### config.mk
export PLATFORM = sky130hd
export DESIGN_NAME = bsg_fifo_1r1w_sync_mem_ctrl
export DESIGN_NICKNAME = d
export VERILOG_FILES = /design/src/rtl/bsg_fifo_1r1w_sync_mem_ctrl_pkg.sv /design/src/rtl/bsg_fifo_1r1w_sync_mem_ctrl_chk.sv /design/src/rtl/bsg_fifo_1r1w_sync_mem_obuf.sv /design/src/rtl/bsg_fifo_1r1w_sync_mem_ctrl.sv
export SDC_FILE = /design/constraint.sdc
export NUM_CORES = 1
export LEC_CHECK = 0
export ABC_AREA = 0
export CORE_UTILIZATION = 35
export DETAILED_ROUTE_END_ITERATION = 8
export PLACE_DENSITY = 0.62
export SLEW_MARGIN = 5
export SYNTH_ARGS = -nofsm -noshare
export SYNTH_HDL_FRONTEND = slang
export SYNTH_HIERARCHICAL = 1
export SYNTH_SLANG_ARGS = --single-unit
### constraint.sdc
create_clock -name clk_i -period 2.45 [get_ports clk_i]
set_input_delay 0.3675 -clock clk_i [delete_from_list [all_inputs] [get_ports clk_i]]
set_output_delay 0.3675 -clock clk_i [all_outputs]
set_load 0.03 [all_outputs]
### src/rtl/bsg_fifo_1r1w_sync_mem_ctrl_pkg.sv
// Shared helpers for the sync-RAM FIFO controller slice.
package bsg_fifo_1r1w_sync_mem_ctrl_pkg;

  localparam int obuf_els_lp = 2;

  // Address/count width that never collapses to zero bits for tiny depths.
  function automatic int safe_clog2(input int n);
    return (n <= 1) ? 1 : $clog2(n);
  endfunction

endpackage

### src/rtl/bsg_fifo_1r1w_sync_mem_ctrl_chk.sv
// Simulation-time protocol and invariant checks for the FIFO controller.
module bsg_fifo_1r1w_sync_mem_ctrl_chk #(
  parameter int els_p         = 4,
  parameter int addr_width_lp = 2,
  parameter int cnt_width_lp  = 3
) (
  input logic                     clk_i,
  input logic                     reset_n_i,
  input logic                     yumi_i,
  input logic                     v_o_i,
  input logic                     mem_w_v_i,
  input logic [addr_width_lp-1:0] mem_w_addr_i,
  input logic                     mem_r_v_i,
  input logic [addr_width_lp-1:0] mem_r_addr_i,
  input logic [cnt_width_lp-1:0]  ram_count_i
);

  yumi_legal_a: assert property (@(posedge clk_i) disable iff (!reset_n_i)
    yumi_i |-> v_o_i);

  no_collision_a: assert property (@(posedge clk_i) disable iff (!reset_n_i)
    !(mem_w_v_i && mem_r_v_i && (mem_w_addr_i == mem_r_addr_i)));

  count_bound_a: assert property (@(posedge clk_i) disable iff (!reset_n_i)
    int'(ram_count_i) <= els_p);

endmodule

### src/rtl/bsg_fifo_1r1w_sync_mem_obuf.sv
// Two-entry in-order register FIFO that captures RAM read data and presents
// it as a valid/yumi stream; its occupancy feeds the read-credit logic.
module bsg_fifo_1r1w_sync_mem_obuf
  import bsg_fifo_1r1w_sync_mem_ctrl_pkg::*;
#(
  parameter int width_p = 8
) (
  input  logic               clk_i,
  input  logic               reset_n_i,
  input  logic               v_i,
  input  logic [width_p-1:0] data_i,
  input  logic               yumi_i,
  output logic               v_o,
  output logic [width_p-1:0] data_o,
  output logic [1:0]         count_o
);

  logic [width_p-1:0] slot0_q, slot1_q;
  logic               head_q, head_d;
  logic [1:0]         count_q, count_d;
  logic               tail;
  logic               deq;

  assign v_o     = (count_q != 2'd0);
  assign data_o  = head_q ? slot1_q : slot0_q;
  assign count_o = count_q;
  assign deq     = yumi_i & v_o;
  // When full, the tail aliases the head slot being freed by a same-cycle yumi.
  assign tail    = head_q ^ count_q[0];

  // Occupancy and head pointer next state.
  always_comb begin
    count_d = count_q;
    head_d  = head_q;
    case ({v_i, deq})
      2'b10:   count_d = count_q + 2'd1;
      2'b01:   count_d = count_q - 2'd1;
      default: count_d = count_q;
    endcase
    if (deq) head_d = ~head_q;
    else     head_d = head_q;
  end

  // Slot storage, head pointer and occupancy registers.
  always_ff @(posedge clk_i or negedge reset_n_i) begin
    if (!reset_n_i) begin
      slot0_q <= {width_p{1'b0}};
      slot1_q <= {width_p{1'b0}};
      head_q  <= 1'b0;
      count_q <= 2'd0;
    end else begin
      head_q  <= head_d;
      count_q <= count_d;
      if (v_i && !tail) slot0_q <= data_i;
      if (v_i && tail)  slot1_q <= data_i;
    end
  end

endmodule

### src/rtl/bsg_fifo_1r1w_sync_mem_ctrl.sv
// FIFO controller around an external 1R1W synchronous-read RAM; a two-entry
// output buffer absorbs the RAM's one-cycle read latency.
module bsg_fifo_1r1w_sync_mem_ctrl
  import bsg_fifo_1r1w_sync_mem_ctrl_pkg::*;
#(
  parameter int width_p       = 8,
  parameter int els_p         = 4,
  parameter int addr_width_lp = safe_clog2(els_p)
) (
  input  logic                     clk_i,
  input  logic                     reset_n_i,
  input  logic                     v_i,
  input  logic [width_p-1:0]       data_i,
  output logic                     ready_o,
  output logic                     v_o,
  output logic [width_p-1:0]       data_o,
  input  logic                     yumi_i,
  output logic                     mem_w_v_o,
  output logic [addr_width_lp-1:0] mem_w_addr_o,
  output logic [width_p-1:0]       mem_w_data_o,
  output logic                     mem_r_v_o,
  output logic [addr_width_lp-1:0] mem_r_addr_o,
  input  logic [width_p-1:0]       mem_r_data_i
);

  localparam int cnt_width_lp = safe_clog2(els_p + 1);
  localparam logic [addr_width_lp-1:0] last_addr_lp = addr_width_lp'(els_p - 1);
  localparam logic [addr_width_lp-1:0] addr_one_lp  = addr_width_lp'(1);
  localparam logic [cnt_width_lp-1:0]  full_cnt_lp  = cnt_width_lp'(els_p);
  localparam logic [cnt_width_lp-1:0]  cnt_one_lp   = cnt_width_lp'(1);

  logic [addr_width_lp-1:0] wptr_q, wptr_d;
  logic [addr_width_lp-1:0] rptr_q, rptr_d;
  logic [cnt_width_lp-1:0]  ram_count_q, ram_count_d;
  logic                     inflight_q;
  logic [1:0]               obuf_count;
  logic                     w_fire;
  logic                     r_fire;
  logic                     has_credit;

  assign ready_o    = reset_n_i & (ram_count_q != full_cnt_lp);
  assign w_fire     = v_i & ready_o;
  // A read may issue only if the obuf can take its data next cycle.
  assign has_credit = ({1'b0, obuf_count} + {2'b00, inflight_q}) < (3'd2 + {2'b00, yumi_i});
  assign r_fire     = reset_n_i & (ram_count_q != {cnt_width_lp{1'b0}}) & has_credit;

  assign mem_w_v_o    = w_fire;
  assign mem_w_addr_o = wptr_q;
  assign mem_w_data_o = data_i;
  assign mem_r_v_o    = r_fire;
  assign mem_r_addr_o = rptr_q;

  // Pointer wrap and RAM occupancy next state.
  always_comb begin
    wptr_d      = wptr_q;
    rptr_d      = rptr_q;
    ram_count_d = ram_count_q;
    if (w_fire) wptr_d = (wptr_q == last_addr_lp) ? {addr_width_lp{1'b0}} : wptr_q + addr_one_lp;
    else        wptr_d = wptr_q;
    if (r_fire) rptr_d = (rptr_q == last_addr_lp) ? {addr_width_lp{1'b0}} : rptr_q + addr_one_lp;
    else        rptr_d = rptr_q;
    case ({w_fire, r_fire})
      2'b10:   ram_count_d = ram_count_q + cnt_one_lp;
      2'b01:   ram_count_d = ram_count_q - cnt_one_lp;
      default: ram_count_d = ram_count_q;
    endcase
  end

  // Pointer, occupancy and read-in-flight registers.
  always_ff @(posedge clk_i or negedge reset_n_i) begin
    if (!reset_n_i) begin
      wptr_q      <= {addr_width_lp{1'b0}};
      rptr_q      <= {addr_width_lp{1'b0}};
      ram_count_q <= {cnt_width_lp{1'b0}};
      inflight_q  <= 1'b0;
    end else begin
      wptr_q      <= wptr_d;
      rptr_q      <= rptr_d;
      ram_count_q <= ram_count_d;
      inflight_q  <= r_fire;
    end
  end

  bsg_fifo_1r1w_sync_mem_obuf #(
    .width_p (width_p)
  ) obuf (
    .clk_i     (clk_i),
    .reset_n_i (reset_n_i),
    .v_i       (inflight_q),
    .data_i    (mem_r_data_i),
    .yumi_i    (yumi_i),
    .v_o       (v_o),
    .data_o    (data_o),
    .count_o   (obuf_count)
  );

  bsg_fifo_1r1w_sync_mem_ctrl_chk #(
    .els_p         (els_p),
    .addr_width_lp (addr_width_lp),
    .cnt_width_lp  (cnt_width_lp)
  ) chk (
    .clk_i        (clk_i),
    .reset_n_i    (reset_n_i),
    .yumi_i       (yumi_i),
    .v_o_i        (v_o),
    .mem_w_v_i    (mem_w_v_o),
    .mem_w_addr_i (mem_w_addr_o),
    .mem_r_v_i    (mem_r_v_o),
    .mem_r_addr_i (mem_r_addr_o),
    .ram_count_i  (ram_count_q)
  );

endmodule

==> reports/results.tsv, run 1 <==
metric	value	unit
Max Cap Viol	0	
status	finished, final reports clean	
DR vias/cell	4.73	
IO Port Bufs	27	
reg2reg path depth	9	
Die Height	65.3	µm
Final Hold Slack	0.514	ns
# IOs	44	
clk slew on worst S/H paths	0.10	ns
worst-margin pin slew	0.575	ns
period utilisation layout	95.4	%
CTS Buf Count	3	
layout cells sized above 1	40.2	%
largest net degree at the start of global routing	28	
number of global-route vias before repair	930	
worst skew pair latency	0.27	ns
Reg area	677	µm²
Starting Density	37.5	%
FF-to-FF setup slack	0.11	ns
reg2reg end	ram_count_q[2]$_DFFE_PN0P_	
Primary FF master, synth	dfrtp_1	
Worst R2R Start	obuf/count_o[0]$_DFFE_PN0P_	
crit path DAT	2.53	ns
Worst Min Path Start	obuf/slot0_q[0]$_DFFE_PN0P_	
Multi-input gate area	643	µm²
DR vias	851	
# fillers	356	
initial antenna violation count	0	
global-route wire length before repair	4410	µm
Die ar.	4270	µm²
Tightest Hold Check Type	flip-flop to flip-flop	
final hold vios	0	
VDD IR-drop max	586	µV
CP Max Fanout	2	
Die W	65.3	µm
final wirelength	2570	µm
Total GRT Usage	13.9	%
DRC Markers	0	
most frequent cells in the layout	dfrtp_1, clkdlybuf4s50_1, mux2_2	
CP required	2.65	ns
Distinct cells, synth	21	
final period demand of the worst path	2.34	ns
CTS root buffer	clkbuf_8	
Crit Path Class	flip-flop to flip-flop	
Ys Warns	6	
overflow left after global routing	0	
Setup crit end kind	flip-flop	
Post-Synthesis Cells	103	
Leakage Power	0.782	nW
nets	160	
synthesis-stage register bit count	27	
final setup fails	0	
fin cells	180	
Clock Sinks	27	
pwr/cell area	1580	nW/µm²
dpl cells	173	
H-tree levels	1	
Max Fclk	428	MHz
Slew HR	61.7	%
Post-DP HPWL	1890	µm
leading cell type in the layout, fill and taps excluded	dfrtp_1	
CP Launch Type	flip-flop	
Synth Net Count	130	
n_diodes	0	
routability cong.	0.712	
Final Slew Violations	0	
CTS tree	yes	
worst hold stages	1	
Routed Antenna Nets	0	
DR pass1 iterations	4	
async set-reset flop share out of synthesis	100	%
design area	1770	µm²
Seq/Total Area, Yosys	48.1	%
Syn Area/Cell	13.6	µm²
Total Power	0.00281	W
skew final	0.00579	ns
Placed Area	1700	µm²
Wirelength per Cell	14.3	µm
FP Rows	22	
CTS Buffer Depth	2	
Post-synth EDFFs	0	
1st-iter DRT viols	16	
worst hold path endpoint	obuf/slot0_q[0]$_DFFE_PN0P_	
area of the core	3740	µm²
mapped cell area	1400	µm²
Layout area overhead	26.4	%
where the power goes:
part	leakage [nW]	internal, W	switching, W
Combinational	0.444	0.000904	0.000774
Sequential	0.316	0.000685	0.000187
Clock	0.0217	0.000115	0.000143
Total	0.782	0.00170	0.00110
worst max-delay path by stage:
stage                                      from                         end  slack [ns]  depth (start not counted)
global route        obuf/count_o[0]$_DFFE_PN0P_  ram_count_q[2]$_DFFE_PN0P_       -0.01                          9
detailed placement                       yumi_i  ram_count_q[2]$_DFFE_PN0P_        0.02                          9
global placement                         yumi_i  ram_count_q[2]$_DFFE_PN0P_        0.09                          9
finish              obuf/count_o[0]$_DFFE_PN0P_  ram_count_q[2]$_DFFE_PN0P_        0.11                          9
floorplan           obuf/count_o[0]$_DFFE_PN0P_  ram_count_q[2]$_DFFE_PN0P_       -0.23                          9
CTS                        inflight_q$_DFF_PN0_  ram_count_q[2]$_DFFE_PN0P_        0.09                          9
metal layers:
| layer | vias up | global-route usage [%] | part of all wire, % |
|---|---|---|---|
| met5 | - | 0 | 0 |
| met3 | 2 | 3.47 | 4.6 |
| met4 | 0 | 5.98 | 1.3 |
| met2 | 21 | 24.9 | 53 |
| met1 | 429 | 15.5 | 41 |
| li1 | 399 | - | - |
timing repair:
action | in CTS | in global routing
gates resized for setup | 0 | 1
endpoints found under the setup margin | 0 | 1
setup buffers | 0 | 3
hold buffers | 0 | 0
endpoints found under the hold margin | 0 | 0
cells in the mapped netlist (all sizes together), types with 2 or more instances:
cell type | number | area [µm²]
inv | 6 | 22.5
xor2 | 4 | 35.0
buf | 10 | 82.6
xnor2 | 4 | 35.0
nand2 | 3 | 13.8
a21oi | 2 | 10.0
nand2b | 2 | 20.0
ha | 6 | 75.1
dfrtp | 27 | 676
nor2 | 5 | 18.8
mux2 | 28 | 345
kinds of logic after synthesis:
family          after synthesis  share of synthesized area, %
flops                        27                          48.1
compound gates                4                          3.03
mux                          28                          24.6
fa+ha+maj                     7                          6.77
xor+xnor                      8                          4.99
buf+inv                      16                          7.49
simple gates                 13                          4.99
area by class of cell:
type,instances,area share [%]
flip-flops and latches,27,38.2
well taps,48,3.39
repair buffers,35,18.2
clock inverters,1,0.423
multi-input cells,60,36.2
inverters,6,1.27
clock buffers,3,2.33
stage by stage:
stage | TNS [ns] | setup slack [ns] | utilization [%]
final | 0 | 0.112 | 47.4
after detailed placement | 0 | 0.0248 | 45.5
after floorplan | -0.360 | -0.228 | -
after global routing | -0.0105 | -0.0105 | 47.4
after global placement | 0 | 0.0912 | 45.5
after CTS | 0 | 0.0931 | 46.8
worst max-delay path, cell delays in order (launching register included):
cell and delay, ns:
dfrtp_1 0.40, ha_2 0.28, nand2b_4 0.14, a2111oi_4 0.37
ha_2 0.26, inv_2 0.04, fa_2 0.33, xor2_1 0.15
nor2_1 0.13, xor2_1 0.16
registers in the layout (all words and copies together), names as in the netlist:
name / cells
inflight_q: 1
obuf/slot0_q: 8
obuf/head_q: 1
obuf/slot1_q: 8
mem_w_addr_o: 2
mem_r_addr_o: 2
obuf/count_o: 2
ram_count_q: 3
Note: power is estimated with default switching activity, not from simulation.
==> run 2, diff against run 1 <==
--- a/config.mk
+++ b/config.mk
@@ -6,9 +6,10 @@
 export NUM_CORES = 1
 export LEC_CHECK = 0
 export ABC_AREA = 0
-export CORE_UTILIZATION = 35
+export CAP_MARGIN = 0
+export CORE_UTILIZATION = 40
 export DETAILED_ROUTE_END_ITERATION = 8
-export PLACE_DENSITY = 0.62
+export PLACE_DENSITY = 0.7
 export SLEW_MARGIN = 5
 export SYNTH_ARGS = -nofsm -noshare
 export SYNTH_HDL_FRONTEND = slang
==> constraint.sdc (replaced) <==
create_clock -name clk_i -period 2.45 [get_ports clk_i]
set_input_delay 0.3675 -clock clk_i [delete_from_list [all_inputs] [get_ports clk_i]]
set_output_delay 0.3675 -clock clk_i [all_outputs]
set_load 0.005 [all_outputs]
==> run 2 against run 1 <==
Die area decreased by 12%. Worst setup slack lost 0.016 ns. Cell area is 1.3% higher. Non-clock buffer count increased by 4. Maximum frequency shrank 0.67%. Sequential share of layout area decreased by 0.57 points. Register-to-register slack lost 0.02 ns. Via count rose by 0.24%. Global-route usage about the same. Clock skew decreased by 0.0040 ns. Highest routed layer unchanged.
==> reports/results.tsv, run 2 (synthesized netlist as in run 1, its figures left out) <==
metric	value	unit	change
status	finished, final reports clean		
Critical Path Source	inflight_q$_DFF_PN0_		
most frequent cells in the layout	dfrtp_1, clkdlybuf4s50_1, mux2_2		
design area	1800	µm²	+1.3%
Tightest Hold Check Type	primary input to async pin		
CP required	2.08	ns	-0.57 ns
most frequent CP cell	buf_4		
nets	164		+2.5%
CP Launch Type	flip-flop		
CTS Buf Count	3		unchanged
DR pass1 iterations	2		-2
final setup fails	0		unchanged
H-tree levels	1		unchanged
FP Rows	21		-4.5%
fin util	53.9	%	+6.5 points
final wirelength	2430	µm	-5.3%
CTS root buffer	clkbuf_4		
Slew HR	61.7	%	about the same
Die W	61.2	µm	-6.3%
slowest stage delay, CP	0.42	ns	+0.02 ns
global-route wire length before repair	3770	µm	-15%
routability cong.	0.727		+2.2%
Setup crit end kind	primary output		
crit path DAT	1.99	ns	-0.54 ns
overflow left after global routing	0		unchanged
skew final	0.00175	ns	-0.00404 ns
leading cell type in the layout, fill and taps excluded	dfrtp_1		
clk slew on worst S/H paths	0.15	ns	+0.05 ns
worst-margin pin slew	0.574	ns	-0.000741 ns
period utilisation layout	96.1	%	+0.64 points
Placed Area	1700	µm²	unchanged
worst skew pair latency	0.32	ns	+0.05 ns
# IOs	44		unchanged
final hold vios	0		unchanged
Crit Path Class	flip-flop to primary output		
Die Height	61.2	µm	-6.3%
Worst R2R Start	inflight_q$_DFF_PN0_		
DR vias/cell	4.69		-0.87%
number of global-route vias before repair	855		-8.1%
Layout area overhead	28.1	%	
Max Fclk	425	MHz	-0.67%
slowest CP cell	dfrtp_1		
largest net degree at the start of global routing	20		-29%
CTS Buffer Depth	2		unchanged
hold buffers post-CTS	0		unchanged
crit path cell chain	ha_2, nand2b_4, a2111oi_4, buf_4, buf_4, dlygate4sd2_1		
Final Slew Violations	0		unchanged
PnR worst setup slack	0.0968	ns	-0.0157 ns
setup TNS	0	ns	unchanged
1st-iter DRT viols	19		+3
VDD IR-drop max	554	µV	-5.6%
Leakage Power	0.796	nW	+1.9%
top flop regs	obuf/slot0_q (8), obuf/slot1_q (8), ram_count_q (3)		
Wirelength per Cell	13.4	µm	-6.4%
n_diodes	0		unchanged
area of the core	3340	µm²	-11%
Clock Sinks	27		unchanged
Total GRT Usage	13.9	%	about the same
IO Port Bufs	27		unchanged
initial antenna violation count	0		unchanged
pre-CTS setup slack	-0.0426	ns	-0.0674 ns
Max Cap Viol	0		unchanged
layout cells sized above 1	38.2	%	-1.9 points
Post-DP HPWL	1750	µm	-7.6%
pwr/cell area	1380	nW/µm²	-13%
DR vias	853		+0.24%
DRC Markers	0		unchanged
CTS tree	yes		
Starting Density	42.1	%	+4.6 points
Routed Antenna Nets	0		unchanged
final period demand of the worst path	2.35	ns	+0.0157 ns
Die ar.	3750	µm²	-12%
CP Max Fanout	2		unchanged
-- run 2: timing repair --
item | in CTS | in global routing
resized for setup | 3 | 3
pin swaps | 1 | 2
endpoints found under the setup margin | 1 | 1
setup buffers | 3 | 2
-- run 2: report_power, final --
| group | leakage, nW | switching (W) | internal [W] |
|---|---|---|---|
| clock network | 0.0139 | 0.000131 | 0.0000623 |
| registers | 0.317 | 0.000185 | 0.000682 |
| logic | 0.465 | 0.000471 | 0.000945 |
-- run 2: layer usage --
metal / GRT usage, % / part of all wire, % / vias up
li1: - / - / 401
met1: 18.2 / 46 / 432
met2: 23.8 / 49 / 18
met3: 3.15 / 3.7 / 2
met4: 2.92 / 0.62 / 0
met5: 0 / 0 / -
-- run 2: through the flow --
| step | power (W) | hold WS [ns] | std cells |
|---|---|---|---|
| 4_1_cts | 0.00246 | 0.378 | 180 |
| 5_1_grt | 0.00268 | 0.379 | 182 |
| 3_5_place_dp | 0.00221 | 0.489 | 173 |
| 2_1_floorplan | 0.00169 | 0.0719 | 103 |
| 3_3_place_gp | 0.00214 | 0.483 | 173 |
| 6_report | 0.00248 | 0.385 | 182 |
-- run 2: cell type report --
cell class	instances	area [µm²]
Fill cell	296	1540
Inverter	6	22.5
Clock buffer	3	22.5
Tap cell	46	57.6
Timing Repair Buffer	39	359
Sequential cell	27	676
Multi-Input combinational cell	60	653
Clock inverter	1	7.51
-- run 2: worst paths after layout --
path,endpoint,slack [ns],cells past startpoint
setup / recovery,mem_r_v_o,0.1,6
hold / removal,obuf/count_o[1]$_DFFE_PN0P_,0.38,2
setup reg to reg,ram_count_q[2]$_DFFE_PN0P_,0.1,10
hold reg to reg,obuf/slot0_q[3]$_DFFE_PN0P_,0.52,1
max in group asynchronous,obuf/slot0_q[0]$_DFFE_PN0P_,1.82,2
min in group clk_i,obuf/slot0_q[3]$_DFFE_PN0P_,0.52,1
-- run 2: critical path: cells and delay by family (launching register included) --
| kind | cells | cell delay (ns) |
|---|---|---|
| flops | 1 | 0.42 |
| compound gates | 1 | 0.35 |
| buf+inv | 3 | 0.48 |
| fa+ha+maj | 1 | 0.27 |
| simple gates | 1 | 0.14 |
